===== config.mk =====
export PLATFORM = sky130hd
export DESIGN_NAME = r2sdf_stage
export DESIGN_NICKNAME = d
export VERILOG_FILES = /design/src/rtl/r2sdf_stage.sv
export SDC_FILE = /design/constraint.sdc
export NUM_CORES = 1
export LEC_CHECK = 0
export BUFFER_PORTS_ARGS = -buffer_cell sky130_fd_sc_hd__buf_2
export CAP_MARGIN = 20
export CORE_ASPECT_RATIO = 0.7
export CORE_UTILIZATION = 50
export DETAILED_ROUTE_END_ITERATION = 7
export PLACE_DENSITY = 0.68
export SYNTH_ARGS = -nofsm -noshare
export SYNTH_HDL_FRONTEND = slang
export SYNTH_HIERARCHICAL = 1
export SYNTH_SLANG_ARGS = --single-unit
export TNS_END_PERCENT = 10

===== constraint.sdc =====
create_clock -name clk -period 6.3 [get_ports clk]
set_clock_uncertainty 0.05 [all_clocks]
set_input_delay 0.315 -clock clk [delete_from_list [all_inputs] [get_ports clk]]
set_output_delay 0.315 -clock clk [all_outputs]
set_load 0.1 [all_outputs]

===== src/rtl/r2sdf_stage.sv =====
// One radix-2 single-path delay-feedback FFT stage: feedback delay line, frame counter and butterfly.
// Define R2SDF_SCALE_EN to run the butterfly one bit wider and halve both results (overflow-free).
module r2sdf_butterfly #(
   parameter int W = 16
) (
   input  logic signed [W-1:0] in0_re,
   input  logic signed [W-1:0] in0_im,
   input  logic signed [W-1:0] in1_re,
   input  logic signed [W-1:0] in1_im,
   output logic signed [W-1:0] out0_re,
   output logic signed [W-1:0] out0_im,
   output logic signed [W-1:0] out1_re,
   output logic signed [W-1:0] out1_im
);
   assign out0_re = in0_re + in1_re;
   assign out0_im = in0_im + in1_im;
   assign out1_re = in0_re - in1_re;
   assign out1_im = in0_im - in1_im;
endmodule

module r2sdf_stage #(
   parameter int WIDTH      = 16,
   parameter int DELAY      = 4,
   parameter int LOG2_DELAY = 2
) (
   input  logic                    clk,
   input  logic                    rst,
   input  logic                    in_valid,
   input  logic signed [WIDTH-1:0] in_re,
   input  logic signed [WIDTH-1:0] in_im,
   output logic                    out_valid,
   output logic signed [WIDTH-1:0] out_re,
   output logic signed [WIDTH-1:0] out_im,
   output logic                    out_tw,
   output logic [LOG2_DELAY-1:0]   out_idx
);
`ifdef R2SDF_SCALE_EN
   localparam int BW = WIDTH + 1;
`else
   localparam int BW = WIDTH;
`endif

   logic [LOG2_DELAY:0]     cnt_q, cnt_d;
   logic                    primed_q, primed_d;
   logic signed [WIDTH-1:0] dl_re_q [DELAY];
   logic signed [WIDTH-1:0] dl_im_q [DELAY];
   logic signed [WIDTH-1:0] dl_re_d [DELAY];
   logic signed [WIDTH-1:0] dl_im_d [DELAY];
   logic                    out_valid_q, out_valid_d;
   logic signed [WIDTH-1:0] out_re_q, out_re_d, out_im_q, out_im_d;
   logic                    out_tw_q, out_tw_d;
   logic [LOG2_DELAY-1:0]   out_idx_q, out_idx_d;

   logic                    phase_b;
   logic signed [WIDTH-1:0] head_re, head_im;
   logic signed [BW-1:0]    bf_a_re, bf_a_im, bf_b_re, bf_b_im;
   logic signed [BW-1:0]    bf0_re, bf0_im, bf1_re, bf1_im;
   logic signed [WIDTH-1:0] s0_re, s0_im, s1_re, s1_im;

   assign phase_b = cnt_q[LOG2_DELAY];
   assign head_re = dl_re_q[DELAY-1];
   assign head_im = dl_im_q[DELAY-1];

`ifdef R2SDF_SCALE_EN
   assign bf_a_re = {head_re[WIDTH-1], head_re};
   assign bf_a_im = {head_im[WIDTH-1], head_im};
   assign bf_b_re = {in_re[WIDTH-1], in_re};
   assign bf_b_im = {in_im[WIDTH-1], in_im};
   // Arithmetic shift floors toward -inf; the wider sum always fits back in WIDTH after halving.
   assign s0_re = WIDTH'(bf0_re >>> 1);
   assign s0_im = WIDTH'(bf0_im >>> 1);
   assign s1_re = WIDTH'(bf1_re >>> 1);
   assign s1_im = WIDTH'(bf1_im >>> 1);
`else
   assign bf_a_re = head_re;
   assign bf_a_im = head_im;
   assign bf_b_re = in_re;
   assign bf_b_im = in_im;
   assign s0_re = bf0_re;
   assign s0_im = bf0_im;
   assign s1_re = bf1_re;
   assign s1_im = bf1_im;
`endif

   r2sdf_butterfly #(.W(BW)) u_bf (
      .in0_re (bf_a_re),
      .in0_im (bf_a_im),
      .in1_re (bf_b_re),
      .in1_im (bf_b_im),
      .out0_re(bf0_re),
      .out0_im(bf0_im),
      .out1_re(bf1_re),
      .out1_im(bf1_im)
   );

   // Phase A stores inputs and replays last frame's differences; phase B emits sums and stores differences.
   always_comb begin
      cnt_d       = cnt_q;
      primed_d    = primed_q;
      dl_re_d     = dl_re_q;
      dl_im_d     = dl_im_q;
      out_valid_d = 1'b0;
      out_re_d    = out_re_q;
      out_im_d    = out_im_q;
      out_tw_d    = out_tw_q;
      out_idx_d   = out_idx_q;
      if (in_valid) begin
         cnt_d = cnt_q + 1'b1;
         if (cnt_q == '1) primed_d = 1'b1;
         for (int i = DELAY - 1; i > 0; i--) begin
            dl_re_d[i] = dl_re_q[i-1];
            dl_im_d[i] = dl_im_q[i-1];
         end
         dl_re_d[0]  = phase_b ? s1_re : in_re;
         dl_im_d[0]  = phase_b ? s1_im : in_im;
         out_valid_d = phase_b | primed_q;
         out_re_d    = phase_b ? s0_re : head_re;
         out_im_d    = phase_b ? s0_im : head_im;
         out_tw_d    = ~phase_b;
         out_idx_d   = cnt_q[LOG2_DELAY-1:0];
      end
   end

   always_ff @(posedge clk or posedge rst) begin
      if (rst) begin
         cnt_q       <= '0;
         primed_q    <= 1'b0;
         for (int i = 0; i < DELAY; i++) begin
            dl_re_q[i] <= '0;
            dl_im_q[i] <= '0;
         end
         out_valid_q <= 1'b0;
         out_re_q    <= '0;
         out_im_q    <= '0;
         out_tw_q    <= 1'b0;
         out_idx_q   <= '0;
      end else begin
         cnt_q       <= cnt_d;
         primed_q    <= primed_d;
         dl_re_q     <= dl_re_d;
         dl_im_q     <= dl_im_d;
         out_valid_q <= out_valid_d;
         out_re_q    <= out_re_d;
         out_im_q    <= out_im_d;
         out_tw_q    <= out_tw_d;
         out_idx_q   <= out_idx_d;
      end
   end

   assign out_valid = out_valid_q;
   assign out_re    = out_re_q;
   assign out_im    = out_im_q;
   assign out_tw    = out_tw_q;
   assign out_idx   = out_idx_q;
endmodule

==> impl_metrics.py, run 1 <==
metrics = {
    "critical_path": {
        "critical-path-slowest-cell": "a21oi_1",
        "slowest_delay_ns": 0.45,
        "required_ns": 6.61,
        "cp_cell_sequence": "inv_1, ha_1, fa_1, nor2b_1, o31ai_2, a21oi_1, a21oi_1, o21ai_0, xnor2_1, mux2i_1, a21oi_1",
        "startpoint_type": "flip-flop",
        "cp_top_family": "compound AO/OA/AOI/OAI gates",
        "cpMostUsedCell": "a21oi_1",
        "crit_path_end_kind": "flip-flop",
        "cp_data_arrival_time_ns": 3.09,
        "worstPathBufferInverterCount": 1,
        "cp_max_fo": 5,
        "worst-setup-path-type": "flip-flop to flip-flop",
    },
    "yosys": {
        "avgSynthCellArea_um2": 10.8,
        "synth_top_area_frac": 0.415,
        "ys_seq_area_frac": 0.415,
        "synth_cells": 938,
        "yosysWarnings": 6,
        "yosys.area.top_type": "dfrtp_1",
        "synth_flop_cell": "dfrtp_1",
        "ys_types": 62,
        "synth_edf_count": 0,
        "syn_area_um2": 10100,
        "ys_ff_latch": 168,
        "syn_nets": 1039,
        "synth_area_leaders": "dfrtp_1 41%, ha_1 7.7%, mux2i_1 6.6%",
        "synth_async_sr_flop_share": 1.00,
    },
    "timing": {
        "finalMaxSlewViolations": 0,
        "relSlewSlack": 0.293,
        "fin_crit_ns": 2.78,
        "fin_ws_ns": 3.52,
        "grt_setup_unrepaired": "no",
        "final.period_utilization": 0.441,
        "hold_viol": 0,
        "tns_ns": 0,
        "fmax_mhz": 360,
        "worstMarginPinSlew_ns": 1.06,
        "worst_hold_slack_ns": 0.172,
        "setup_viol": 0,
    },
    "clocking": {
        "cts_tree": "built",
        "cts-root-buf": "clkbuf_16",
        "cts_setup_buffers": 0,
        "clk_latency_ns": 0.43,
        "cts_sinks": 168,
        "cts_resized": 0,
        "numCtsBuffers": 17,
        "htree_levels": 4,
        "cts_max_path_buffers": 2,
        "clkTransAtPathRegs_ns": 0.07,
    },
    "drt": {
        "routed_wl_mm": 19.2,
        "top_layer_used": "met4",
        "route.detailed.vias_per_inst": 5.28,
        "ant_nets": 0,
        "num_vias": 6684,
        "drt_iter0_drc": 417,
        "routedWlPerCell_um": 15.2,
        "routed-wl-met3_um": 973,
        "route.detailed.drc": 0,
        "wl_met2_mm": 7.28,
        "drtPass1Iterations": 5,
        "drt-met1-wl_mm": 10.8,
    },
    "layout": {
        "regArea_um2": 4210,
        "multiInputGateArea_um2": 5280,
        "fillerInstances": 1765,
        "most-common-layout-cells": "167 x dfrtp_1, 105 x nor2_1, 104 x a21oi_1, 69 x buf_2, 67 x mux2i_1",
        "drive_gt1_frac": 0.224,
        "area_growth_pct": 9.38,
        "nNetsFinal": 1082,
        "final_common_cell": "dfrtp_1",
    },
    "grt": {
        "grt_pass1_vias": 6384,
        "grt.total_usage": 0.199,
        "grt_max_degree": 115,
        "grt_pass1_wl_mm": 32.4,
        "antenna_found_initial": 1,
        "gr-total-overflow": 0,
    },
    "floorplan": {
        "die_x_um": 172,
        "dieArea_um2": 20900,
        "rows": 43,
        "core_um2": 19900,
        "initial_core_util": 0.510,
        "ios": 71,
        "fp.dieH_um": 121,
    },
    "placed_design": {
        "portBuffers": 70,
        "dpl_worst_slack_ns": 3.56,
        "gp_congestion": 0.912,
        "dp.final_hpwl_mm": 13.4,
    },
    "job": {
        "drv_cap": 0,
    },
    "hold_path": {
        "hold_path_class": "primary input to flip-flop",
    },
    "status": {
        "outcome": "finished clean",
    },
}
[cell usage after synthesis (7+ instances only)]
master    instances
buf_4             7
nand2b_1          9
mux2_2           58
xnor2_1          43
o21ai_0          18
nand3_1           7
ha_1             62
dfrtp_1         168
nor2_1          105
a21oi_1         104
mux2i_1          67
buf_2            20
inv_1            64
mux2_4           42
nor2b_1          11
buf_6            12
o21a_1           10
nand2_1          14
o21bai_1          7
[registers in the layout, summed over array words and instances, names as in the netlist]
name       flops
out_im        16
bf_a_re       16
out_re        16
bf_a_im       16
cnt_q          3
dl_re_q       48
out_tw         1
primed_q       1
dl_im_q       48
out_valid      1
out_idx        2
[worst paths after layout]
kind                       slack, ns                   start                       to  cells after the start
hold / removal                  0.17                in_re[8]  dl_re_q[56]$_DFFE_PP0P_                      3
hold reg to reg                 0.41    primed_q$_DFFE_PP0P_     primed_q$_DFFE_PP0P_                      1
min in group asynchronous       0.39                     rst      out_valid$_DFF_PP0_                      3
setup / recovery                3.52  bf_a_im[0]$_DFFE_PP0P_  dl_im_q[62]$_DFFE_PP0P_                     11
max in group asynchronous       4.41                     rst  bf_a_im[12]$_DFFE_PP0P_                      5
setup reg to reg                3.52  bf_a_im[0]$_DFFE_PP0P_  dl_im_q[62]$_DFFE_PP0P_                     11
[metrics by stage]
stage,instances,cell area [um^2],util
2_1_floorplan,938,10100,-
3_3_place_gp,1230,10500,0.527
3_5_place_dp,1230,10500,0.527
4_1_cts,1262,11000,0.556
5_1_grt,1264,11100,0.558
6_report,1265,11100,0.558
[logic make-up after synthesis]
family                     Yosys count  share of synthesized area
adders and majority gates           66                     0.0844
AOI/OAI and AO/OA                  199                      0.125
muxes                              167                      0.193
DFF                                168                      0.415
xor gates and xnor gates            48                     0.0415
buffers and inverters              117                     0.0638
and+or+nand+nor                    173                     0.0779
[worst register-to-register path, delay by kind of cell, from the launching register on]
family / cells / cell delay (ns)
compound gates: 5 / 1.15
fa+ha+maj: 2 / 0.64
flops: 1 / 0.39
xor+xnor: 1 / 0.15
simple gates: 1 / 0.19
mux: 1 / 0.09
buf+inv: 1 / 0.06
[final cells by class]
type / instances / share of cell area
inverter: 65 / 0.0225
antenna: 1 / 0.000226
clock buffer: 19 / 0.0391
tap: 270 / 0.0305
multi-input combinational: 653 / 0.477
clock inverter: 13 / 0.0131
sequential: 168 / 0.380
timing repair buffer: 76 / 0.0385
[routing by layer]
layer  vias to the layer above  global-route usage
met4                         0              0.0520
met5                         -                   0
met1                      3190               0.319
li1                       3361                   -
met3                        11              0.0499
met2                       122               0.257
[what timing repair did]
action / CTS / global route
endpoints found under the hold margin: 0 / 43
hold buffers: 0 / 1
endpoints found under the setup margin: 0 / 0
Power of run 1 is left out: the tool's default activity adds up to more than one toggle a clock period on the data nets, which glitch-free logic cannot reach.
==> run 2: changes to the inputs <==
Clock period 6.3 ns to 2.8 ns, I/O delays scaled along.
==> impl_metrics.py, run 2 (synthesis gave the netlist of run 1 again) <==
metrics = {
    "timing": {
        "final.period_utilization": 0.933,
        "fmax_mhz": 383,
        "setup_viol": 0,
        "tns_ns": 0,
        "hold_viol": 0,
        "relSlewSlack": 0.476,
        "grt_setup_unrepaired": "no",
        "finalMaxSlewViolations": 0,
        "worstMarginPinSlew_ns": 0.786,
        "fin_crit_ns": 2.61,
    },
    "placed_design": {
        "dp.final_hpwl_mm": 14.7,
        "portBuffers": 70,
        "gp_congestion": 0.927,
    },
    "layout": {
        "diodes": 0,
        "final_common_cell": "dfrtp_1",
        "nNetsFinal": 1102,
        "largestRegisters": "dl_im_q (48), dl_re_q (48)",
        "area_growth_pct": 12.3,
        "drive_gt1_frac": 0.238,
        "most-common-layout-cells": "167 x dfrtp_1, 105 x nor2_1, 103 x a21oi_1, 69 x buf_2, 67 x mux2i_1",
    },
    "critical_path": {
        "cp_max_fo": 4,
        "cp_top_family": "compound AO/OA/AOI/OAI gates",
        "r2r_end": "out_im[12]$_DFFE_PP0P_",
        "cp_data_arrival_time_ns": 2.92,
        "reg2reg_from": "bf_a_im[0]$_DFFE_PP0P_",
        "critical-path-slowest-cell": "dfrtp_1",
        "slowest_delay_ns": 0.41,
        "worst-setup-path-type": "flip-flop to flip-flop",
        "reg2reg_slack_ns": 0.19,
        "startpoint_type": "flip-flop",
        "required_ns": 3.10,
        "reg2reg_depth": 10,
        "cpMostUsedCell": "a21oi_1",
        "cp_cell_sequence": "ha_1, fa_1, nand2b_1, a22o_1, o22ai_2, a211o_1, a21oi_1, xor2_1, mux2i_1, a21oi_1",
        "crit_path_end_kind": "flip-flop",
        "worstPathBufferInverterCount": 0,
    },
    "drt": {
        "route.detailed.drc": 0,
        "drtPass1Iterations": 5,
        "ant_nets": 0,
        "num_vias": 6877,
        "route.detailed.vias_per_inst": 5.36,
        "routed_wl_mm": 20.4,
        "routedWlPerCell_um": 15.9,
        "drt_iter0_drc": 556,
    },
    "clocking": {
        "clkTransAtPathRegs_ns": 0.06,
        "cts_sinks": 168,
        "cts_setup_buffers": 0,
        "clk_latency_ns": 0.43,
        "htree_levels": 4,
        "cts_tree": "built",
        "cts_max_path_buffers": 2,
        "cts-root-buf": "clkbuf_16",
        "numCtsBuffers": 17,
    },
    "grt": {
        "grt.total_usage": 0.209,
        "grt_max_degree": 71,
        "antenna_found_initial": 0,
        "gr-total-overflow": 0,
        "grt_pass1_wl_mm": 33.9,
        "grt_pass1_vias": 6567,
    },
    "hold_path": {
        "hold_path_end": "dl_re_q[52]$_DFFE_PP0P_",
        "hold_depth": 3,
        "holdCritStartpoint": "in_re[4]",
        "hold_path_class": "primary input to flip-flop",
    },
    "floorplan": {
        "dieArea_um2": 20900,
        "ios": 71,
        "rows": 43,
        "die_x_um": 172,
        "initial_core_util": 0.510,
        "core_um2": 19900,
        "fp.dieH_um": 121,
    },
    "status": {
        "outcome": "finished clean",
    },
    "job": {
        "drv_cap": 0,
    },
}
-- run 2: what timing repair did --
action | in CTS | in global routing
setup endpoints to repair | 0 | 5
hold endpoints to repair | 34 | 0
gates resized for setup | 0 | 5
hold buffers | 8 | 0
-- run 2: per-layer routing --
layer,global-route usage,vias to the layer above,share of wire
met2,0.271,171,0.38
li1,-,3385,-
met1,0.335,3302,0.55
met3,0.0460,19,0.055
met4,0.0658,0,0.0097
met5,0,-,0
-- run 2: worst max path at each step --
stage | from | to | slack [ns] | cells after the start
after floorplan | bf_a_re[2]$_DFFE_PP0P_ | dl_re_q[62]$_DFFE_PP0P_ | 0.46 | 10
after global placement | bf_a_im[1]$_DFFE_PP0P_ | out_im[15]$_DFFE_PP0P_ | 0.21 | 9
after detailed placement | bf_a_im[1]$_DFFE_PP0P_ | out_im[15]$_DFFE_PP0P_ | 0.17 | 9
after CTS | bf_a_im[1]$_DFFE_PP0P_ | out_im[15]$_DFFE_PP0P_ | 0.14 | 9
after global routing | bf_a_re[0]$_DFFE_PP0P_ | dl_re_q[60]$_DFFE_PP0P_ | 0.04 | 11
final | bf_a_im[0]$_DFFE_PP0P_ | out_im[12]$_DFFE_PP0P_ | 0.19 | 10
-- run 2: cell type report --
type,count,area (um^2)
repair buffers,96,649
fillers,1704,8470
well taps,270,338
flip-flops and latches,168,4210
multi-input cells,653,5310
clock inverters,12,174
clock buffers,20,457
inverters,65,248
-- run 2: tightest hold or removal path: stages --
cell	delay (ns)
buf_2	0.10
mux2i_1	0.07
a21oi_1	0.13
-- run 2: stage by stage --
step / area (um^2) / setup WS, ns / utilization / hold WS [ns] / instances
after global placement: 10600 / 0.211 / 0.536 / 0.260 / 1244
after global routing: 11400 / 0.0412 / 0.573 / 0.0176 / 1284
after CTS: 11400 / 0.137 / 0.572 / 0.00147 / 1284
after floorplan: 10100 / 0.458 / - / 0.297 / 938
after detailed placement: 10600 / 0.173 / 0.536 / 0.254 / 1244
final: 11400 / 0.187 / 0.573 / 0.00825 / 1284
Power of run 2 is left out for the same reason.
